--- config.mk ---
export PLATFORM = sky130hd
export DESIGN_NAME = pkt_rd_resp
export DESIGN_NICKNAME = d
export VERILOG_FILES = /design/src/rtl/pkt_pkg.sv /design/src/rtl/pkt_len_acc.sv /design/src/rtl/pkt_rd_resp.sv
export SDC_FILE = /design/constraint.sdc
export NUM_CORES = 1
export LEC_CHECK = 0
export CAP_MARGIN = 20
export CORE_MARGIN = 2
export CORE_UTILIZATION = 63
export DETAILED_ROUTE_END_ITERATION = 7
export DONT_BUFFER_PORTS = 1
export PLACE_DENSITY_LB_ADDON = 0.25
export SETUP_SLACK_MARGIN = 0.1
export SLEW_MARGIN = 20
export SYNTH_ARGS = -nofsm -noshare
export SYNTH_HDL_FRONTEND = slang
export SYNTH_HIERARCHICAL = 1
export SYNTH_SLANG_ARGS = --single-unit
export TNS_END_PERCENT = 1
--- constraint.sdc ---
create_clock -name clk -period 2.5 [get_ports clk]
set_input_delay 0.25 -clock clk [delete_from_list [all_inputs] [get_ports clk]]
set_output_delay 0.25 -clock clk [all_outputs]
set_load 0.05 [all_outputs]
--- src/rtl/pkt_pkg.sv ---
// pkt_pkg: shared types for the packet read responder.
// Capture FSM states and the beat byte-count helper.
package pkt_pkg;

  typedef enum logic [2:0] {
    IDLE,
    HUNT,
    CAPTURE,
    DROP,
    LAST,
    DONE
  } rd_state_t;

  function automatic int bytes_of(input int data_w);
    return data_w / 8;
  endfunction

endpackage

--- src/rtl/pkt_len_acc.sv ---
// pkt_len_acc: word counter, overflow flag and byte length.
// Length is latched on the final beat from counter + st_empty.
module pkt_len_acc
  import pkt_pkg::*;
#(
  parameter int DATA_W = 32,
  parameter int ADDR_W = 9,
  parameter int LEN_W = 16,
  localparam int BYTES = bytes_of(DATA_W),
  localparam int EMPTY_W = (BYTES > 1) ? $clog2(BYTES) : 1
) (
  input  logic               clk,
  input  logic               reset,
  input  logic               clr,
  input  logic               start,
  input  logic               step,
  input  logic               ovf,
  input  logic               fin,
  input  logic               trunc,
  input  logic [EMPTY_W-1:0] empty,
  output logic [ADDR_W-1:0]  cnt,
  output logic               at_max,
  output logic [LEN_W-1:0]   pkt_len,
  output logic               pkt_err
);

  localparam int MAX_WORDS = 2 ** ADDR_W;
  localparam logic [LEN_W-1:0] FULL_LEN =
    LEN_W'(MAX_WORDS * BYTES);

  logic [LEN_W-1:0] words;

  // a fresh sop beat is word 1; otherwise the beat lands at cnt+1
  assign words = start ? LEN_W'(1)
                       : LEN_W'(cnt) + LEN_W'(2);

  assign at_max = (cnt == ADDR_W'(MAX_WORDS - 1));

  // track last written index, truncation and final byte length
  always_ff @(posedge clk) begin
    if (!reset) begin
      cnt     <= '0;
      pkt_len <= '0;
      pkt_err <= 1'b0;
    end else if (clr) begin
      cnt     <= '0;
      pkt_len <= '0;
      pkt_err <= 1'b0;
    end else begin
      if (start)
        cnt <= '0;
      else if (step)
        cnt <= cnt + 1'b1;
      if (ovf)
        pkt_err <= 1'b1;
      if (fin)
        pkt_len <= trunc ? FULL_LEN
                 : words * LEN_W'(BYTES) - LEN_W'(empty);
    end
  end

endmodule

--- src/rtl/pkt_rd_resp.sv ---
// pkt_rd_resp: captures one Avalon-ST packet into the buffer
// per rd_ctrl request, then reports length/error with rd_ctrl_rdy.
module pkt_rd_resp
  import pkt_pkg::*;
#(
  parameter int DATA_W = 32,
  parameter int ADDR_W = 9,
  parameter int LEN_W = 16,
  localparam int BYTES = bytes_of(DATA_W),
  localparam int EMPTY_W = (BYTES > 1) ? $clog2(BYTES) : 1
) (
  input  logic               clk,
  input  logic               reset,
  input  logic               rd_ctrl,
  output logic               rd_ctrl_rdy,
  input  logic [DATA_W-1:0]  st_data,
  input  logic               st_valid,
  input  logic               st_sop,
  input  logic               st_eop,
  input  logic [EMPTY_W-1:0] st_empty,
  output logic               st_ready,
  output logic               buf_wr_en,
  output logic [ADDR_W-1:0]  buf_wr_addr,
  output logic [DATA_W-1:0]  buf_wr_data,
  output logic [LEN_W-1:0]   pkt_len,
  output logic               pkt_err
);

  rd_state_t state, nxt;

  logic              acc;
  logic              wr;
  logic [ADDR_W-1:0] waddr;
  logic              clr, start, step;
  logic              ovf, fin, trunc;
  logic              at_max;
  logic [ADDR_W-1:0] cnt;

  assign acc = st_valid & st_ready;

  pkt_len_acc #(
    .DATA_W (DATA_W),
    .ADDR_W (ADDR_W),
    .LEN_W  (LEN_W)
  ) u_len (
    .clk     (clk),
    .reset   (reset),
    .clr     (clr),
    .start   (start),
    .step    (step),
    .ovf     (ovf),
    .fin     (fin),
    .trunc   (trunc),
    .empty   (st_empty),
    .cnt     (cnt),
    .at_max  (at_max),
    .pkt_len (pkt_len),
    .pkt_err (pkt_err)
  );

  // state register
  always_ff @(posedge clk) begin
    if (!reset)
      state <= IDLE;
    else
      state <= nxt;
  end

  // next state and per-beat write/length controls
  always_comb begin
    nxt   = state;
    wr    = 1'b0;
    waddr = '0;
    clr   = 1'b0;
    start = 1'b0;
    step  = 1'b0;
    ovf   = 1'b0;
    fin   = 1'b0;
    trunc = 1'b0;
    unique case (state)
      IDLE: begin
        if (rd_ctrl) begin
          nxt = HUNT;
          clr = 1'b1;
        end
      end
      HUNT: begin
        if (!rd_ctrl) begin
          nxt = IDLE;
        end else if (acc && st_sop) begin
          wr    = 1'b1;
          start = 1'b1;
          fin   = st_eop;
          nxt   = st_eop ? LAST : CAPTURE;
        end
      end
      CAPTURE: begin
        if (!rd_ctrl) begin
          nxt = IDLE;
        end else if (acc && st_sop) begin
          wr    = 1'b1;
          start = 1'b1;
          fin   = st_eop;
          nxt   = st_eop ? LAST : CAPTURE;
        end else if (acc && at_max) begin
          ovf   = 1'b1;
          fin   = st_eop;
          trunc = st_eop;
          nxt   = st_eop ? LAST : DROP;
        end else if (acc) begin
          wr    = 1'b1;
          waddr = cnt + 1'b1;
          step  = 1'b1;
          fin   = st_eop;
          nxt   = st_eop ? LAST : CAPTURE;
        end
      end
      DROP: begin
        if (!rd_ctrl) begin
          nxt = IDLE;
        end else if (acc && st_eop) begin
          fin   = 1'b1;
          trunc = 1'b1;
          nxt   = LAST;
        end
      end
      LAST: nxt = DONE;
      DONE: begin
        if (!rd_ctrl)
          nxt = IDLE;
      end
      default: nxt = IDLE;
    endcase
  end

  // registered handshake outputs and buffer write stage
  always_ff @(posedge clk) begin
    if (!reset) begin
      st_ready    <= 1'b0;
      rd_ctrl_rdy <= 1'b0;
      buf_wr_en   <= 1'b0;
      buf_wr_addr <= '0;
      buf_wr_data <= '0;
    end else begin
      st_ready    <= (nxt == HUNT) || (nxt == CAPTURE)
                  || (nxt == DROP);
      rd_ctrl_rdy <= (nxt == DONE);
      buf_wr_en   <= wr;
      if (wr) begin
        buf_wr_addr <= waddr;
        buf_wr_data <= st_data;
      end
    end
  end

endmodule

==> implementation parameters <==
Parameter                              Value

Outcome
  Status ... finished clean

Power
  Overall Power ... between 0.002 and 0.0025 W
  Leakage power of the design ... 1.30 nW
  Worst VDD drop ... 0.300 mV
  Ratio of total power to cell area ... about 550 nW/um^2

Final layout
  Fraction of final layout cells sized beyond drive strength 1 ... 14.2%
  Fill count ... 428
  Number of diodes added for antenna fixing ... 0
  Final non-filler cell area ... 3750 um^2
  Final design utilization ... 69.0%
  Net count, final ... 443
  Area growth, synth to finish ... 6.84%

Timing
  Count of pins over their slew limit ... 0
  Setup repair after global routing missed its margin ... false
  Final-layout worst hold slack ... 0.0300 ns
  Achievable clock frequency ... 436 MHz
  Final count of hold timing violations ... 0
  Slew headroom ... 61.8%
  Shortest clock period the worst path allows after layout ... 2.29 ns
  Share of the cycle needed by the critical path after routing ... around nine tenths
  Aggregate negative setup slack ... 0 ns
  Final Setup Violations ... 0
  Final Skew ... 0.00768 ns
  Worst Tran Pin Value ... 0.565 ns

Logic synthesis
  Area share of the largest cell type after synthesis ... 39.9%
  Net count after synthesis ... roughly 440
  Register area share after synthesis ... about two fifths
  Avg Cell Area, Syn ... 8.82 um^2
  Number of warnings reported in the yosys synthesis log ... 6
  Multiplexer area fraction after synthesis ... 0.570%
  Area contributors post-synth ... sky130_fd_sc_hd__dfxtp_1 (40%), sky130_fd_sc_hd__a21boi_1 (6.8%), sky130_fd_sc_hd__nand3_1 (6.6%)
  Most used flip-flop cell after synthesis ... sky130_fd_sc_hd__dfxtp_1
  Number of enable-type register cells in the synthesized netlist ... 0
  Post-Synth XOR/XNOR Area ... 5.99%
  Compound-gate portion of the synthesized area ... a little under a quarter
  Netlist area before placement ... 3510 um^2
  #FFs+latches synth ... 70
  Fraction of synthesis flops using an asynchronous set or reset pin ... 0%
  Arithmetic-cell share of the synthesized area counting full adders, half adders and majority gates ... 2.46%
  Number of standard cells after synthesis ... 398
  Synth area leader ... sky130_fd_sc_hd__dfxtp_1
  Leading post-synthesis cells by instance count ... sky130_fd_sc_hd__dfxtp_1 (70), sky130_fd_sc_hd__nand3_1 (46), sky130_fd_sc_hd__o21ai_0 (39)
  Synth unique cells ... 64
  Leading cell type by number of instances after synthesis ... sky130_fd_sc_hd__dfxtp_1
  Synth Area in Simple Gates ... 22.2%
  Largest family of logic cells by synthesized area ... compound AO/OA/AOI/OAI gates

Clock tree
  # clock sinks ... 70
  Post-cts resize count ... 0
  Clock Latency Late Sink ... 0.34 ns
  Number of buffers between clock root and the deepest sink ... 2
  H-tree levels ... 3
  CTS tree ... built
  Post-CTS setup-driven buffer insertion count ... 0
  Clock-pin transition on the worst setup and hold timing paths ... 0.08 ns
  CTS root buf ... sky130_fd_sc_hd__clkbuf_8
  Number of hold buffers added after cts ... 0
  TritonCTS Buffers ... 9

Global routing
  Remaining global-route overflow ... 0
  Initial antenna violation count ... 0
  Global-route wire length before repair ... 13.3 mm
  Maximum number of pins on one net before global-route repair ... 40
  Global-route total usage across every layer ... around 27%
  Number of global-route vias before repair ... between 2000 and 3000

Setup path
  Source of the worst register-to-register timing path ... u_len/cnt[1]
  Critical Path Start ... u_len/cnt[1]
  Worst path arrival time ... 2.56 ns
  Largest driver fanout on the critical path ... 12
  Critical Path End Type ... flop
  Series of cell instances along the critical path ... buf_4 > ha_1 > nor2_1 > nor4b_1 > o211ai_1 > nor4_1 > a21oi_1 > nor2_1
  Critical Path Max Stage Delay ... 0.49 ns
  Worst reg-to-reg path cell count ... 8
  Crit path kind ... reg2reg
  Required time of the critical path ... about 2.8 ns
  Most used cell along the critical path ... sky130_fd_sc_hd__nor2_1
  Cell with the largest stage delay on the worst path ... sky130_fd_sc_hd__nor4b_1
  Launching element type of the critical path ... flop

Floorplanning
  Number of placed I/O pins ... 101
  Initial Utilization ... 64.6%
  Placement Rows ... 27
  DIE HEIGHT ... 78.7 um
  Area of the core ... 5440 um^2
  Die span in x ... 78.7 um
  Full die area ... roughly 6200 um^2

Flow run
  Number of maximum-capacitance violations ... 0

Hold path
  Worst Hold Launch ... reset
  Min-delay worst type ... in2reg
  Depth of the worst hold-timing path ... 1

Placed design
  Placed wire-length estimate ... 5.51 mm
  Number of port buffers ... 0
  Last weighted congestion value of the routability-driven placer ... about 0.88
  Placed Instance Area ... 3560 um^2

Route
  Iteration count of the initial detailed-routing pass ... 5
  Routed len/inst ... 16.8 um
  Drt first-iter violations ... 224
  Residual antenna-violating net count after detailed routing ... 0
  Count of unresolved DRC violations after routing ... 0
  Total number of vias ... about 3000
  Mean number of vias per cell ... around 6.2
  Wire length after detailed routing ... roughly 8.0 mm
-- per-layer routing --
metal  track usage, %  up-vias  part of all wire (%)
li1                 -     1433                     -
met1             30.8     1407                    41
met2             45.9       95                    51
met3             7.47       16                   6.3
met4             13.5        0                   1.8
met5                0        -                     0
-- logic make-up after synthesis --
| family | Yosys count |
|---|---|
| simple gates | 142 |
| compound gates | 115 |
| xor+xnor | 24 |
| flops | 70 |
| fa+ha+maj | 7 |
| mux | 2 |
| buf+inv | 38 |
-- worst paths after layout --
check	slack, ns	endpoint
worst min register to register	0.56	u_len/cnt[5]
worst max register to register	0.21	u_len/pkt_len[14]
worst max-delay path	0.21	u_len/pkt_len[14]
worst min-delay path	0.03	state[2]
-- registers in the layout, indices dropped and copies added, names as in the netlist --
signal and cells:
state 3, st_ready 1, u_len/cnt 9, u_len/pkt_len 13
buf_wr_data 32, buf_wr_addr 9, rd_ctrl_rdy 1, u_len/pkt_err 1
buf_wr_en 1
-- where the power goes --
group          switching [W]  internal [W]
sequential         0.0000154       0.00112
combinational      0.0000621     0.0000340
clock               0.000423      0.000412
-- cells in the final DEF, fill, tap and decap left out, types with 5 or more instances in the layout --
master                       n
sky130_fd_sc_hd__xor2_1     14
sky130_fd_sc_hd__o21ai_0    39
sky130_fd_sc_hd__nand2_1    13
sky130_fd_sc_hd__inv_1       7
sky130_fd_sc_hd__nor3_1      6
sky130_fd_sc_hd__nand3_1    46
sky130_fd_sc_hd__buf_4      18
sky130_fd_sc_hd__a21oi_1     8
sky130_fd_sc_hd__ha_1        6
sky130_fd_sc_hd__nand2b_1    5
sky130_fd_sc_hd__nand4_1     6
sky130_fd_sc_hd__xnor2_1    10
sky130_fd_sc_hd__clkbuf_8   11
sky130_fd_sc_hd__nor2_1     36
sky130_fd_sc_hd__o2bb2ai_1   8
sky130_fd_sc_hd__a21boi_1   32
sky130_fd_sc_hd__a22oi_1     8
sky130_fd_sc_hd__dfxtp_1    66
-- area by class of cell --
type / instances / area (um^2) / share of cell area (%)
sequential: 70 / 1410 / 37.5
timing repair buffer: 18 / 135 / 3.60
clock buffer: 11 / 151 / 4.04
multi-input combinational: 290 / 1900 / 50.8
inverter: 8 / 30.0 / 0.801
tap: 72 / 90.1 / 2.40
clock inverter: 5 / 33.8 / 0.901
-- worst max-delay path: cells and delay by family (launching register included) --
kind | cells | cell delay (ns)
compound gates | 2 | 0.41
fa+ha+maj | 1 | 0.36
flops | 1 | 0.32
buf+inv | 1 | 0.18
simple gates | 4 | 0.98
-- metrics by stage --
stage | setup WS, ns | instances
2_1_floorplan | 0.145 | 398
3_3_place_gp | 0.339 | 458
3_5_place_dp | 0.240 | 458
4_1_cts | 0.218 | 474
5_1_grt | 0.107 | 474
6_report | 0.206 | 474
No activity file was read; power rests on OpenSTA's default activity.
